**src/rtl/if_fetch.sv**
```systemverilog
// Instruction-fetch stage: owns the fetch PC, issues base-RAM reads, and offers
// one instruction per cycle to IF/ID with a single-entry skid buffer for ID stalls.
module if_fetch #(
  parameter logic [31:0] RESET_PC = 32'h8000_0000
) (
  input  logic        clk_i,
  input  logic        rst_i,
  input  logic        ctl_id_allow_in_i,
  input  logic        ctl_jbr_taken_i,
  input  logic [31:0] jbr_target_i,
  input  logic        ctl_baseram_hazard_i,
  output logic        inst_req_o,
  output logic [31:0] inst_addr_o,
  input  logic [31:0] inst_rdata_i,
  output logic [31:0] if_pc_o,
  output logic [31:0] if_inst_o,
  output logic        ctl_if_over_o
);

  localparam logic [0:0] ST_BOOT = 1'b0;
  localparam logic [0:0] ST_RUN  = 1'b1;

  logic [0:0]  st;
  logic [31:0] pc_r;
  logic        pend_r;
  logic [31:0] pend_pc_r;
  logic        hold_v;
  logic [31:0] hold_pc;
  logic [31:0] hold_inst;

  logic        redir;
  logic        fire;
  logic        running;

  // Offer side: the skid buffer wins over the response arriving this cycle
  always_comb begin
    if_pc_o   = 32'h0;
    if_inst_o = 32'h0;
    if (hold_v) begin
      if_pc_o   = hold_pc;
      if_inst_o = hold_inst;
    end else if (pend_r) begin
      if_pc_o   = pend_pc_r;
      if_inst_o = inst_rdata_i;
    end
  end

  assign ctl_if_over_o = hold_v | pend_r;
  assign running       = (st == ST_RUN);
  assign redir         = ctl_jbr_taken_i & ctl_id_allow_in_i;
  assign fire          = ctl_if_over_o & ctl_id_allow_in_i & ~redir;

  // A new read only issues when the slot it will land in is guaranteed free
  assign inst_req_o  = running & ~ctl_baseram_hazard_i & ~redir & (~ctl_if_over_o | fire);
  assign inst_addr_o = running ? pc_r : 32'h0;

  always_ff @(posedge clk_i or negedge rst_i) begin
    if (!rst_i) begin
      st        <= ST_BOOT;
      pc_r      <= RESET_PC;
      pend_r    <= 1'b0;
      pend_pc_r <= 32'h0;
      hold_v    <= 1'b0;
      hold_pc   <= 32'h0;
      hold_inst <= 32'h0;
    end else begin
      st <= ST_RUN;
      if (redir) begin
        // Wrong-path work, in flight or buffered, is dropped
        pc_r   <= {jbr_target_i[31:2], 2'b00};
        pend_r <= 1'b0;
        hold_v <= 1'b0;
      end else begin
        if (inst_req_o) begin
          pend_pc_r <= pc_r;
          pc_r      <= pc_r + 32'd4;
          pend_r    <= 1'b1;
        end else begin
          pend_r <= 1'b0;
        end
        if (pend_r && !fire) begin
          hold_v    <= 1'b1;
          hold_pc   <= pend_pc_r;
          hold_inst <= inst_rdata_i;
        end else if (hold_v && fire) begin
          hold_v <= 1'b0;
        end
      end
    end
  end

endmodule

```
**config.mk**
```make
export PLATFORM = sky130hd
export DESIGN_NAME = if_fetch
export DESIGN_NICKNAME = d
export VERILOG_FILES = /design/src/rtl/if_fetch.sv
export SDC_FILE = /design/constraint.sdc
export NUM_CORES = 1
export LEC_CHECK = 0
export ABC_AREA = 1
export BUFFER_PORTS_ARGS = -buffer_cell sky130_fd_sc_hd__buf_2
export CORE_MARGIN = 2
export CORE_UTILIZATION = 40
export DETAILED_ROUTE_END_ITERATION = 10
export MAX_ROUTING_LAYER = met4
export PLACE_DENSITY = 0.65
export SLEW_MARGIN = 30
export SYNTH_ARGS = -nofsm -noshare
export SYNTH_HDL_FRONTEND = slang
export SYNTH_SLANG_ARGS = --single-unit
```
**constraint.sdc**
```tcl
create_clock -name clk_i -period 3 [get_ports clk_i]
set_clock_uncertainty 0.1 [all_clocks]
set_input_delay 0.6 -clock clk_i [delete_from_list [all_inputs] [get_ports clk_i]]
set_output_delay 0.6 -clock clk_i [all_outputs]
set_load 0.01 [all_outputs]
```
==> results of run 1 <==
power breakdown:
group / total, uW / internal [uW] / switching (uW)
registers: 2330 / 2070 / 256
clock network: 2110 / 1360 / 746
logic: 1050 / 394 / 661
total: 5490 / 3830 / 1660
sequential cells by signal (all words and copies together), names as in the netlist:
signal / count
hold_v: 1
pend_pc_r: 30
pc_r: 30
pend_r: 1
running: 1
hold_pc: 30
hold_inst: 32
cells in the final DEF (no fill, tap or decap), types with 5 or more instances in the layout:
| cell type | n |
|---|---|
| a21oi_1 | 12 |
| buf_2 | 159 |
| buf_4 | 8 |
| clkbuf_16 | 17 |
| conb_1 | 5 |
| dfrtp_1 | 123 |
| inv_1 | 136 |
| nand2_1 | 282 |
| nand2_2 | 9 |
| nand3_1 | 37 |
| nand4_1 | 5 |
| nor2_1 | 52 |
| nor2_4 | 6 |
| nor3_1 | 6 |
| o211ai_1 | 5 |
| o21ai_0 | 149 |
| o21ai_1 | 15 |
path summary, 6_finish.rpt:
check	from	end	slack, ps	depth (start not counted)
max	pend_r$_DFF_PN0_	if_inst_o[2]	190	4
min	rst_i	hold_inst[22]$_DFFE_PN0P_	10	1
max in group asynchronous	rst_i	pc_r[31]$_DFFE_PN1P_	2110	2
max reg2reg	pend_r$_DFF_PN0_	pc_r[11]$_DFFE_PN0P_	780	9
min reg2reg	hold_pc[14]$_DFFE_PN0P_	hold_pc[14]$_DFFE_PN0P_	380	2
min in group clk_i	jbr_target_i[6]	pc_r[6]$_DFFE_PN0P_	310	3
area by class of cell:
type                            instances  area, um^2
Clock inverter                         11         140
Fill cell                            1608        7790
Inverter                              141         529
Timing Repair Buffer                  169         896
Sequential cell                       125        3130
Multi-Input combinational cell        601        2710
Clock buffer                           21         470
Tap cell                              216         270
kinds of logic (layout without fill, tap and decap cells):
group,count (synthesis),in the layout,synth area share (%)
adders and majority gates,1,1,0.191
and+or+nand+nor,405,405,25.5
AOI/OAI and AO/OA,188,188,14.7
DFF,125,125,47.7
buffers and inverters,188,342,11.5
other,2,5,0.114
xor gates and xnor gates,2,2,0.267
layer usage:
metal  wire length [um]  part of all wire, %  up-vias  global-route usage, %
met5                  0                    0        -                      -
met4                206                  1.2        0                   5.98
met3               1060                  6.2       17                   4.92
met2               7420                   43      213                   29.5
met1               8420                   49     2686                   29.5
li1                   -                    -     3114                      -
through the flow:
stage / util, % / std cells / setup slack, ps
finish: 51.1 / 1284 / 193
CTS: 51.1 / 1284 / 182
detailed placement: 47.3 / 1252 / 533
global placement: 47.2 / 1252 / 631
global route: 51.1 / 1284 / 22.4
floorplan: - / 914 / 1090
worst register-to-register path, delay by kind of cell, from the launching register on:
family,cells,cell delay [ps]
simple gates,6,990
compound gates,1,50
flops,1,480
buf+inv,2,480
==> impl_metrics.yaml, run 1 <==
outcome:
  status: "completed"
setup_path:
  required_ps: 2300
  cpPeakStageDelay_ps: 480
  crit_type: "reg2out"
  critPathLaunchType: "register"
  cp-end-kind: "output port"
  cp.buffers_inverters: 2
  crit_slowest_cell: "dfrtp_1"
  path_delay_family: "buffers and inverters"
  path_cells: "nand2_2, buf_4, o21ai_0, buf_2"
  cp.arrival_ps: 2110
  path_max_fanout: 36
cts:
  cts_tree: "done"
  cts_max_path_buffers: 2
  clock-root-buffer: "clkbuf_16"
  h-tree-depth: 4
  cts.sinks: 125
  hold_buffers: 0
  post_cts_buffers: 0
  clock_latency_ps: 420
  ctsResizeCount: 0
  path_clk_slew_ps: 50
  cts_inserted_buffers: 17
die:
  die_w_um: 132
  initial_core_util_pct: 41.2
  io_pins: 167
  die-area_um2: 17500
  die_h_um: 132
  rows: 46
  core-area_um2: 15900
logic_synthesis:
  netlist_top_cells_area: "dfrtp_1 (47%), nand2_1 (16%), o21ai_0 (11%), inv_1 (7.8%), nor2_1 (3.0%)"
  synth_area_leader_cell: "dfrtp_1"
  synth_cells: 911
  yosysUniqueCellTypes: 32
  syn_area_um2: 6570
  yosysMostFrequentCell: "nand2_1"
  synth-seq-cells: 125
  ys_warn_count: 0
  async_flop_share_pct: 100
  synth_commonest_cells: "nand2_1 (284), o21ai_0 (149), inv_1 (136)"
  yosys.area.top_type_share_pct: 47.3
  synth.avg_cell_area_um2: 7.21
  synth_ff_type: "dfrtp_1"
  synth_seq_area_share_pct: 47.7
  synth_edf_count: 0
drt:
  firstDrtPassIters: 5
  drcViolationCount: 0
  finalWirelength_mm: 17.1
  ant_nets: 0
  wire_per_inst_um: 13.3
  viasPerCell: 4.70
  initialDrtViolationCount: 377
  via_count: 6030
layout:
  stdcell_area_um2: 8150
  nets: 1125
  area_delta_synth_final_pct: 24.1
  drive_above_1_share_pct: 21.3
  antenna_cells: 0
timing:
  fin_crit_sh_pct: 93.6
  finalCriticalPeriod_ps: 2810
  hold_viol: 0
  maxSlewViolCount: 0
  setup_viol: 0
  rsz0062_at_grt: "no"
  relSlewSlack_pct: 56.5
  setup_tns_ps: 0
  fmax_mhz: 356
  tightest_slew_ps: 652
  holdWs_ps: 13.4
global_routing:
  grt_use_total_pct: 20.7
  grt_max_degree: 125
  grt_pass1_wl_mm: 28.2
  first_global_vias: 5568
  overflow: 0
  antenna_found_initial: 0
power:
  power.total_uw: 5490
  power_density_nw_per_um2: 674
  leakage_uw: 0.00443
  peakVddDrop_v: 0.000428
placement:
  place_area_um2: 7540
  dp_hpwl_mm: 11.7
  gp_congestion: 0.855
  io_buffers: 160
run:
  cap_violations: 0
worst_hold_path:
  hold_path.class: "in2async"
No activity file was read; power rests on OpenSTA's default activity.
==> inputs of run 2 (changes only) <==
--- a/config.mk
+++ b/config.mk
@@ -8,10 +8,10 @@
 export ABC_AREA = 1
 export BUFFER_PORTS_ARGS = -buffer_cell sky130_fd_sc_hd__buf_2
 export CORE_MARGIN = 2
-export CORE_UTILIZATION = 40
+export CORE_UTILIZATION = 53
 export DETAILED_ROUTE_END_ITERATION = 10
 export MAX_ROUTING_LAYER = met4
-export PLACE_DENSITY = 0.65
+export PLACE_DENSITY = 0.82
 export SLEW_MARGIN = 30
 export SYNTH_ARGS = -nofsm -noshare
 export SYNTH_HDL_FRONTEND = slang
==> run 2 against run 1 <==
- largest power group unchanged
- highest routed layer unchanged
- sequential share of layout area up 0.59 points
- critical path type unchanged
- sequential power is essentially flat
- register-to-register slack improved by 190 ps
- worst hold slack improved by 38 ps
- sequential cell count is the same
- combinational power is essentially flat
- global-route usage up 5.6 points
- final area fell by 1.5%
==> impl_metrics.yaml, run 2 (synthesis results as in run 1) <==
outcome:
  status: "completed"
cts:
  clock-root-buffer: "clkbuf_16"
  cts.sinks: 125
  ctsResizeCount: 0
  hold_buffers: 0
  h-tree-depth: 4
  cts_max_path_buffers: 2
  post_cts_buffers: 0
  path_clk_slew_ps: 50
  clock_latency_ps: 410
  cts_inserted_buffers: 17
  cts_tree: "done"
timing:
  setup_viol: 0
  maxSlewViolCount: 0
  finalCriticalPeriod_ps: 2460
  setup_tns_ps: 0
  hold_viol: 0
  fin_crit_sh_pct: 82.1
  rsz0062_at_grt: "no"
  relSlewSlack_pct: 56.4
  tightest_slew_ps: 654
  fmax_mhz: 406
global_routing:
  grt_max_degree: 125
  overflow: 0
  grt_pass1_wl_mm: 26.6
  antenna_found_initial: 0
  grt_use_total_pct: 26.3
  first_global_vias: 5514
setup_path:
  path_delay_family: "buffers and inverters"
  crit_type: "reg2out"
  required_ps: 2300
  path_cells: "buf_4, nand2_1, o21ai_0, buf_2"
  cp.buffers_inverters: 2
  critPathLaunchType: "register"
  path_max_fanout: 62
  cpPeakStageDelay_ps: 510
  cp-end-kind: "output port"
  crit_slowest_cell: "buf_4"
  cp.arrival_ps: 1760
placement:
  io_buffers: 160
  dp_hpwl_mm: 11.1
  gp_congestion: 0.907
layout:
  nets: 1126
  area_delta_synth_final_pct: 22.2
  largest_register: "hold_inst"
  final_cell_mix: "nand2_1 (283), buf_2 (159), o21ai_0 (149)"
  final_core_util_pct: 66.5
  layout.cells.most_common: "nand2_1"
  drive_above_1_share_pct: 20.8
  antenna_cells: 0
  fillers: 1072
  largest_reg_flops: 32
die:
  die-area_um2: 13300
  initial_core_util_pct: 54.4
  io_pins: 167
  die_w_um: 115
  rows: 40
  die_h_um: 115
  core-area_um2: 12100
drt:
  via_count: 6215
  wire_per_inst_um: 13.1
  finalWirelength_mm: 16.2
  firstDrtPassIters: 6
  viasPerCell: 5.02
  ant_nets: 0
  initialDrtViolationCount: 435
  drcViolationCount: 0
run:
  cap_violations: 0
power:
  leakage_uw: 0.00441
  power_density_nw_per_um2: 661
  peakVddDrop_v: 0.000300
worst_hold_path:
  hold_path.class: "in2async"
run 2: cell count changes in the layout (fill, tap and decap cells not counted), sizes merged:
cell,before,now
clkinv,5,8
clkbuf,21,23
clkinvlp,4,0
bufinv,3,2
buf,169,170
run 2: per-stage QoR:
step	total power [uW]	std cells	instance area, um^2	setup slack (ps)	hold WS, ps
finish	5300	1237	8030	536	51.0
global route	5640	1237	8030	445	76.1
CTS	5330	1237	8020	507	57.4
detailed placement	3400	1205	7470	735	373
global placement	3360	1205	7470	774	366
floorplan	3000	914	6580	1090	204
run 2: per-layer routing:
| layer | wire (um) | GRT usage [%] |
|---|---|---|
| met1 | 7410 | 35.5 |
| met2 | 7340 | 40.0 |
| met3 | 1190 | 5.27 |
| met4 | 279 | 9.00 |
| met5 | 0 | - |
run 2: area by class of cell:
class                   instances  area [um^2]  area share (%)
inverters                     141          529            6.59
repair buffers                170          903            11.3
well taps                     168          210            2.62
clock inverters                 9         95.1            1.18
flip-flops and latches        125         3130            39.0
multi-input cells             601         2710            33.8
clock buffers                  23          448            5.58
run 2: where the power goes:
part / internal [uW] / switching, uW / total [uW] / leakage (uW)
registers: 2070 / 264 / 2340 / 0.00156
logic: 395 / 658 / 1050 / 0.00258
clock network: 1210 / 703 / 1910 / 0.000272
total: 3680 / 1620 / 5300 / 0.00441
run 2: worst paths after layout:
| path | to | startpoint | slack [ps] | cells after the start |
|---|---|---|---|---|
| max | if_inst_o[14] | hold_v$_DFFE_PN0P_ | 540 | 4 |
| min | hold_inst[5]$_DFFE_PN0P_ | rst_i | 50 | 1 |
| max reg2reg | pc_r[11]$_DFFE_PN0P_ | pend_r$_DFF_PN0_ | 970 | 9 |
| min reg2reg | hold_inst[6]$_DFFE_PN0P_ | hold_inst[6]$_DFFE_PN0P_ | 380 | 2 |
| max in group asynchronous | hold_v$_DFFE_PN0P_ | rst_i | 2100 | 2 |
| min in group clk_i | pc_r[18]$_DFFE_PN0P_ | jbr_target_i[18] | 310 | 3 |
